## src/rtl/pc_stack_unit.sv

```systemverilog
// Program counter with increment, absolute load and a hardware return-address stack for call/return.
// Optional macro PC_REL_BRANCH_EN adds the pc_rel input, which turns pc_load into a PC-relative branch.
module pc_stack_unit #(
  parameter int PC_WIDTH     = 4,
  parameter int STACK_DEPTH  = 4,
  parameter int RESET_VECTOR = 0
) (
  input  logic                               clk,
  input  logic                               reset,
  input  logic                               pc_inc,
  input  logic                               pc_load,
  input  logic                               pc_call,
  input  logic                               pc_ret,
`ifdef PC_REL_BRANCH_EN
  input  logic                               pc_rel,
`endif
  input  logic [PC_WIDTH-1:0]                pc_in,
  output logic [PC_WIDTH-1:0]                pc_out,
  output logic [$clog2(STACK_DEPTH+1)-1:0]   sp_count,
  output logic                               stack_full,
  output logic                               stack_empty,
  output logic                               stack_ovf,
  output logic                               stack_unf
);

  localparam int SP_W  = $clog2(STACK_DEPTH + 1);
  localparam int IDX_W = (STACK_DEPTH > 1) ? $clog2(STACK_DEPTH) : 1;

  logic [PC_WIDTH-1:0] pc_q, pc_d;
  logic [SP_W-1:0]     sp_q, sp_d;
  logic                ovf_q, ovf_d;
  logic                unf_q, unf_d;
  logic [PC_WIDTH-1:0] stack_q [STACK_DEPTH];
  logic [PC_WIDTH-1:0] stack_d [STACK_DEPTH];

  logic [PC_WIDTH-1:0] pc_plus1;
  logic [IDX_W-1:0]    push_idx;
  logic [IDX_W-1:0]    pop_idx;
  logic                full;
  logic                empty;

`ifdef PC_REL_BRANCH_EN
  // Two's-complement offset: modular addition of the raw bits gives the signed result.
  function automatic logic [PC_WIDTH-1:0] rel_target(
    input logic [PC_WIDTH-1:0]        base,
    input logic signed [PC_WIDTH-1:0] offset
  );
    return base + $unsigned(offset);
  endfunction
`endif

  assign full     = (sp_q == SP_W'(STACK_DEPTH));
  assign empty    = (sp_q == '0);
  assign pc_plus1 = pc_q + PC_WIDTH'(1);
  assign push_idx = IDX_W'(sp_q);
  assign pop_idx  = IDX_W'(sp_q - SP_W'(1));

  // One action per cycle, highest priority first: ret, call, load, inc.
  always_comb begin
    pc_d    = pc_q;
    sp_d    = sp_q;
    ovf_d   = ovf_q;
    unf_d   = unf_q;
    stack_d = stack_q;
    if (pc_ret) begin
      if (empty) begin
        unf_d = 1'b1;
      end else begin
        pc_d = stack_q[pop_idx];
        sp_d = sp_q - SP_W'(1);
      end
    end else if (pc_call) begin
      // A call on a full stack neither pushes nor jumps, so the CPU stalls visibly.
      if (full) begin
        ovf_d = 1'b1;
      end else begin
        stack_d[push_idx] = pc_plus1;
        sp_d              = sp_q + SP_W'(1);
        pc_d              = pc_in;
      end
    end else if (pc_load) begin
`ifdef PC_REL_BRANCH_EN
      pc_d = pc_rel ? rel_target(pc_q, pc_in) : pc_in;
`else
      pc_d = pc_in;
`endif
    end else if (pc_inc) begin
      pc_d = pc_plus1;
    end
  end

  always_ff @(posedge clk) begin
    if (reset) begin
      pc_q  <= PC_WIDTH'(RESET_VECTOR);
      sp_q  <= '0;
      ovf_q <= 1'b0;
      unf_q <= 1'b0;
    end else begin
      pc_q  <= pc_d;
      sp_q  <= sp_d;
      ovf_q <= ovf_d;
      unf_q <= unf_d;
    end
  end

  // Stack contents are data only; sp_count alone defines which entries are valid.
  always_ff @(posedge clk) begin
    stack_q <= stack_d;
  end

  assign pc_out      = pc_q;
  assign sp_count    = sp_q;
  assign stack_full  = full;
  assign stack_empty = empty;
  assign stack_ovf   = ovf_q;
  assign stack_unf   = unf_q;

endmodule
```

## config.mk

```make
export PLATFORM = sky130hd
export DESIGN_NAME = pc_stack_unit
export DESIGN_NICKNAME = d
export VERILOG_FILES = /design/src/rtl/pc_stack_unit.sv
export SDC_FILE = /design/constraint.sdc
export NUM_CORES = 1
export LEC_CHECK = 0
export ABC_AREA = 1
export BUFFER_PORTS_ARGS = -buffer_cell sky130_fd_sc_hd__buf_2
export CORE_UTILIZATION = 40
export CTS_CLUSTER_DIAMETER = 40
export CTS_CLUSTER_SIZE = 12
export DETAILED_ROUTE_END_ITERATION = 7
export PLACE_DENSITY = 0.66
export SYNTH_ARGS = -nofsm -noshare
export SYNTH_HDL_FRONTEND = slang
export SYNTH_SLANG_ARGS = --single-unit
export TNS_END_PERCENT = 5
```

## constraint.sdc

```tcl
create_clock -name clk -period 1.6 [get_ports clk]
set_input_delay 0.4 -clock clk [delete_from_list [all_inputs] [get_ports clk]]
set_output_delay 0.4 -clock clk [all_outputs]
set_load 0.05 [all_outputs]
```

### Yosys cells after proc, flatten, opt, wreduce, memory -nomap -nowiden

Cells that the tools add are included.

| storage, ports and cells | value |
|---|---|
| bits in registers | 25 |
| bits in latches | 0 |
| bits in writable memories | 0 |
| bits in read-only memories | 0 |
| input port bits | 10 |
| output and inout port bits | 11 |
| word-level logic and storage cells | 47 |
| memories | 0 |

| cells by class | value |
|---|---|
| $add $sub $neg | 3 |
| multiply operators | 0 |
| divide/modulo/power cells | 0 |
| magnitude comparators | 3 |
| equality and inequality tests | 4 |
| shifts and indexed selects | 0 |
| muxes and demuxes | 16 |
| bitwise gates (word level) | 4 |
| reductions and logical operators | 9 |

Operators by type and width:

| cell | count |
|---|---|
| 4-bit two-way mux | 9 |
| 16-bit bitwise mux | 1 |
| 3-bit two-way mux | 4 |
| 3-bit AND reduction | 4 |
| 4-bit binary-select mux with 2-bit select | 1 |
| 4-bit demux with 2-bit select | 1 |
| 3-bit >= comparator (second input constant) | 2 |
| 2-bit NOT with 3-bit output | 2 |
| 4-bit by 1-bit adder with 4-bit output (second input constant) | 1 |
| 2-bit inequality test (second input constant) | 2 |
| 4-bit nonzero test | 1 |
| 3-bit by 1-bit adder with 3-bit output (second input constant) | 1 |
| 3-bit == test (second input constant) | 1 |
| 3-bit zero test | 1 |
| 3-bit by 1-bit less-than comparator with 1-bit output (second input constant) | 1 |
| 3-bit inequality test (second input constant) | 1 |
| 3-bit by 1-bit subtractor with 3-bit output (second input constant) | 1 |
| 1-bit NOT | 2 |
| 2-bit AND reduction | 1 |
| 2-bit nonzero test | 1 |
| 1-bit logical AND | 1 |

### Longest topological paths before layout

| logic depth | value |
|---|---|
| depth in word-level cells | 7 |
| gate-level depth with buffers | 10 |
| depth with buffers taken out | 9 |

### Worst setup path after synthesis

No wires, ideal clock.

| timing path | value |
|---|---|
| path kind | register to register |
| start | register sp_q[0], in the netlist sp_count[0] |
| end | register pc_q[1], in the netlist pc_out[1] |
| library setup time | 68 ps |
| arrival time | 2,052 ps |
| setup slack | -520 ps |
| stages on the path, launching flop included | 11 |
| clock period less this slack | 2,120 ps |
| cell sequence | dfxtp_1 buf_4 inv_4 ha_1 nand2_2 inv_1 nand2_4 nand3_4 nor2_1 nand2_1 a21oi_2 |

| on the way | value |
|---|---|
| word-level cells in the longest chain between the ends | 7 |
| elaborated cells between the ends (all ways) | 12 |
| those cells by class | 1 x add/sub; 3 x eq/ne; 5 x mux; 1 x bitwise; 2 x reduce/logical |

Ends and longest elaborated chain:

| element | line | RTL |
|---|---|---|
| start, declared | 30 | `logic [SP_W-1:0] sp_q, sp_d;` |
| start signal, assigned | 100 | `sp_q <= sp_d;` |
| 3-bit by 1-bit subtractor with 3-bit output | -- |  |
| via pop_idx[0] | 38 | `logic [IDX_W-1:0] pop_idx;` |
| 2-bit NOT with 3-bit output (implied by the code) | 69 | `pc_d = stack_q[pop_idx];` |
| 4-bit binary-select mux with 2-bit select | 69 |  |
| 4-bit two-way mux (implied by the code) (2 in series) | 69 |  |
| 4-bit two-way mux | 66 | `if (empty) begin` |
| 4-bit two-way mux | 65 | `if (pc_ret) begin` |
| end signal, assigned | 94 | `pc_q <= PC_WIDTH'(RESET_VECTOR);` |
| end signal, assigned | 99 | `pc_q <= pc_d;` |
| end, declared | 29 | `logic [PC_WIDTH-1:0] pc_q, pc_d;` |

The timed path passes the listed nets, and every way through them passes these cells. The select of a mux whose other input is x is not followed.
A chain may end at the register's enable or synchronous reset.

### Final worst setup path

| timing path | value |
|---|---|
| start | register sp_q[1], in the netlist sp_count[1] |
| end | output stack_full |

| on the way | value |
|---|---|
| word-level cells in the longest chain between the ends | 1 |

Ends and longest elaborated chain:

| element | line | RTL |
|---|---|---|
| 3-bit == test | 52 | `assign full = (sp_q == SP_W'(STACK_DEPTH));` |
| end, declared | 20 | `output logic stack_full,` |

Every way passes these cells.

==> results_dict.tcl <==
set metrics [dict create \
    outcome "finished with violations" \
    violated_checks "negative setup slack" \
    cts.path.max_buffers 2 \
    period_minus_slack_ps 1620 \
    p_per_area_nw_per_um2 1160 \
    finalSetupViolations 1 \
    detail_route.wirelength.met1_um 1270 \
    final_core_util_pct 52.3 \
    worstHoldPathType "input pin to flip-flop" \
    wirelength_um 2710 \
    drt_pass1_iterations 6 \
    report.final.slew_viol_count 0 \
    critical_path.max_fanout 3 \
    timing.clock.skew_ps 1.99 \
    clock_tree.htree_level_count 1 \
    remaining_drc_errors 0 \
    global_route.usage.total_pct 16.7 \
    avgViaCountPerCell 4.69 \
    count_of_synthesis_stage_warnings_from_yosys 0 \
    synth-async-reset-ratio_pct 0 \
    drive_gt1_share_pct 33.1 \
    antenna_left 0 \
    die_height_um 60.2 \
    drt_iter0_drc 69 \
    dieArea_um2 3620 \
    synth_largest_type_area_fraction_pct 35.5 \
    ffs_latches_synth 25 \
    cp_cell_sequence "inv_4, ha_4, nand2_4, clkinvlp_4, buf_8" \
    critical_path.startpoint_type "flip-flop" \
    synth_enable_flop_cells 16 \
    vias 1041 \
    synth_cells 148 \
    grt.overflow.total 0 \
    post_layout_nonfiller_instances 222 \
    std_cell_rows 20 \
    dr_wl_met2_um 1330 \
    cell_area_after_synthesis_um2 1350 \
    tritoncts "yes" \
    critical_path_class "flip-flop to primary output" \
    floorplan.io_pins 21 \
    synth-seq-area-share_pct 48.8 \
    layout_stage_area_growth_over_the_synthesis_result_pct 20.9 \
    cts_inserted_buffers 3 \
    cp_data_required_time_ps 1200 \
    max_clock_freq_mhz 616 \
    tightestPinTransition_ps 349 \
    met3RoutedLength_um 97 \
    cp_endpoint_kind "primary output" \
    synth.avg_cell_area_um2 9.14 \
    max_capacitance_violation_total 0 \
    dp_cells 212 \
    clock_tree.root_cell "sky130_fd_sc_hd__clkbuf_4" \
    synth_nets 164 \
    final.period_utilization_pct 101 \
    port_buffer_cells 20 \
    ir_worst_vdd_mv 0.417 \
    grt_antenna_before_repair 0 \
    synth.area.top_cells "sky130_fd_sc_hd__edfxtp_1 36%, sky130_fd_sc_hd__dfxtp_1 13%, sky130_fd_sc_hd__nand2_1 8.6%" \
    timing.critical_path.slowest_cell_delay_ps 380 \
    rsz0062_at_grt "true" \
    place_congestion 0.909 \
    final_net_count 195 \
    worst_path_max_delay_cell "sky130_fd_sc_hd__dfxtp_4" \
    route.detailed.wl_per_inst_um 12.2 \
    leakagePower_nw 0.724 \
    max_slew_margin_pct 76.7 \
    maxUsedRoutingLayer "met4" \
    synthDominantAreaCellType "sky130_fd_sc_hd__edfxtp_1" \
    postSynth.topFlopCell "sky130_fd_sc_hd__edfxtp_1" \
    cp.arrival_ps 1220 \
    die_width_um 60.2 \
    clk-insertion-delay-late_ps 310 \
    place_hpwl_um 2080 \
    finalHoldViolCount 0 \
    post_route_setup_slack_ps -22.2 \
    clk_transition_reported_paths_ps 130 \
    floorplan.core_area_um2 3130 \
    cts_num_sinks 25 \
    first_global_vias 984 \
    initial_standard_cell_utilization_of_the_core_pct 43.2 \
    antenna-diode-count 0 \
    yosysUniqueCellTypes 31 \
    grt_max_degree 14 \
    grt_first_pass_wirelength_um 4280 \
]
sequential cells by signal, indices dropped and copies added (netlist names):
name,count
stack_q,16
stack_unf,1
sp_count,3
pc_out,4
stack_ovf,1
per-layer routing:
| metal | up-vias | track usage, % |
|---|---|---|
| met5 | - | 0 |
| met4 | 0 | 7.64 |
| met3 | 2 | 3.25 |
| met2 | 21 | 27.3 |
| met1 | 478 | 21.1 |
| li1 | 540 | - |
cell usage after synthesis, types with 2 or more instances:
library cell,n
sky130_fd_sc_hd__a21oi_2,2
sky130_fd_sc_hd__inv_1,19
sky130_fd_sc_hd__a21oi_1,9
sky130_fd_sc_hd__nand3_1,12
sky130_fd_sc_hd__nand2_1,31
sky130_fd_sc_hd__nor2_2,2
sky130_fd_sc_hd__ha_1,6
sky130_fd_sc_hd__nand2_4,3
sky130_fd_sc_hd__nor3_2,2
sky130_fd_sc_hd__nor2_1,14
sky130_fd_sc_hd__nand2_2,3
sky130_fd_sc_hd__dfxtp_1,9
sky130_fd_sc_hd__inv_2,3
sky130_fd_sc_hd__edfxtp_1,16
area by class of cell:
class | count | area (um^2)
Fill cell | 305 | 1490
Sequential cell | 25 | 668
Multi-Input combinational cell | 96 | 589
Timing Repair Buffer | 29 | 190
Inverter | 24 | 106
Tap cell | 44 | 55.1
Clock buffer | 4 | 26.3
cell usage in the layout, fill, tap and decap left out:
cell type | synthesis | layout
sky130_fd_sc_hd__a21oi_1 | 9 | 9
sky130_fd_sc_hd__a21oi_2 | 2 | 2
sky130_fd_sc_hd__and2_1 | 1 | 1
sky130_fd_sc_hd__buf_2 | 0 | 17
sky130_fd_sc_hd__buf_4 | 1 | 9
sky130_fd_sc_hd__buf_8 | 0 | 2
sky130_fd_sc_hd__clkbuf_1 | 1 | 1
sky130_fd_sc_hd__clkbuf_4 | 0 | 4
sky130_fd_sc_hd__clkinvlp_4 | 0 | 1
sky130_fd_sc_hd__dfxtp_1 | 9 | 7
sky130_fd_sc_hd__dfxtp_4 | 0 | 2
sky130_fd_sc_hd__edfxtp_1 | 16 | 16
sky130_fd_sc_hd__ha_1 | 6 | 5
sky130_fd_sc_hd__ha_4 | 0 | 1
sky130_fd_sc_hd__inv_1 | 19 | 17
sky130_fd_sc_hd__inv_2 | 3 | 2
sky130_fd_sc_hd__inv_4 | 1 | 3
sky130_fd_sc_hd__inv_6 | 1 | 1
sky130_fd_sc_hd__nand2_1 | 31 | 31
sky130_fd_sc_hd__nand2_2 | 3 | 2
sky130_fd_sc_hd__nand2_4 | 3 | 4
sky130_fd_sc_hd__nand3_1 | 12 | 12
sky130_fd_sc_hd__nand3_4 | 1 | 1
sky130_fd_sc_hd__nand4_1 | 1 | 1
sky130_fd_sc_hd__nor2_1 | 14 | 14
sky130_fd_sc_hd__nor2_2 | 2 | 2
sky130_fd_sc_hd__nor2_4 | 1 | 1
sky130_fd_sc_hd__nor2_8 | 1 | 1
sky130_fd_sc_hd__nor3_2 | 2 | 2
sky130_fd_sc_hd__o211ai_1 | 1 | 1
sky130_fd_sc_hd__o21ai_0 | 1 | 1
sky130_fd_sc_hd__o21ai_1 | 1 | 1
sky130_fd_sc_hd__o21ai_2 | 1 | 1
sky130_fd_sc_hd__o21ai_4 | 1 | 1
sky130_fd_sc_hd__o21bai_1 | 1 | 1
sky130_fd_sc_hd__xor2_1 | 1 | 1
power by group:
part           leakage, nW  switching [W]  internal [W]  total, W
combinational        0.488       0.000511      0.000279  0.000790
sequential           0.222      0.0000484      0.000774  0.000823
clock               0.0150       0.000182     0.0000973  0.000279
total                0.724       0.000741       0.00115   0.00189
logic make-up (layout without fill, tap and decap cells):
kind of cell,Yosys count,count (layout),synth area share (%)
simple gates,72,72,27.8
buf+inv,27,57,8.88
flops,25,25,48.8
compound gates,17,17,8.33
fa+ha+maj,6,6,5.55
xor+xnor,1,1,0.648
final timing paths:
check	startpoint	to	slack, ps	cells past startpoint
max	sp_count[1]	stack_full	-20	5
min reg2reg	stack_unf	stack_unf	460	2
max reg2reg	sp_count[1]	stack_q[5]	140	6
min	reset	pc_out[2]	380	2
repair_timing:
action                                  CTS  global route
endpoints found under the setup margin    2             3
hold buffers                              0             0
pin swaps                                 0             1
buffers inserted                          5             1
gates resized for setup                   8             2
stage by stage:
stage / TNS, ps / instance area [um^2] / hold slack, ps / worst slack, ps / power [W]
CTS: -27.7 / 1620 / 374 / -27.7 / 0.00189
floorplan: -501 / 1390 / 531 / -138 / 0.00139
global route: -107 / 1640 / 369 / -72.5 / 0.00200
detailed placement: 0 / 1540 / 443 / 83.4 / 0.00155
global placement: 0 / 1540 / 437 / 155 / 0.00154
finish: -22.2 / 1640 / 381 / -22.2 / 0.00189
critical path: cells and delay by family, from the launching register on:
kind | cells | cell delay (ps)
and+or+nand+nor | 1 | 80
buffers and inverters | 3 | 280
adders and majority gates | 1 | 160
DFF | 1 | 380
No activity file was read; power rests on OpenSTA's default activity.
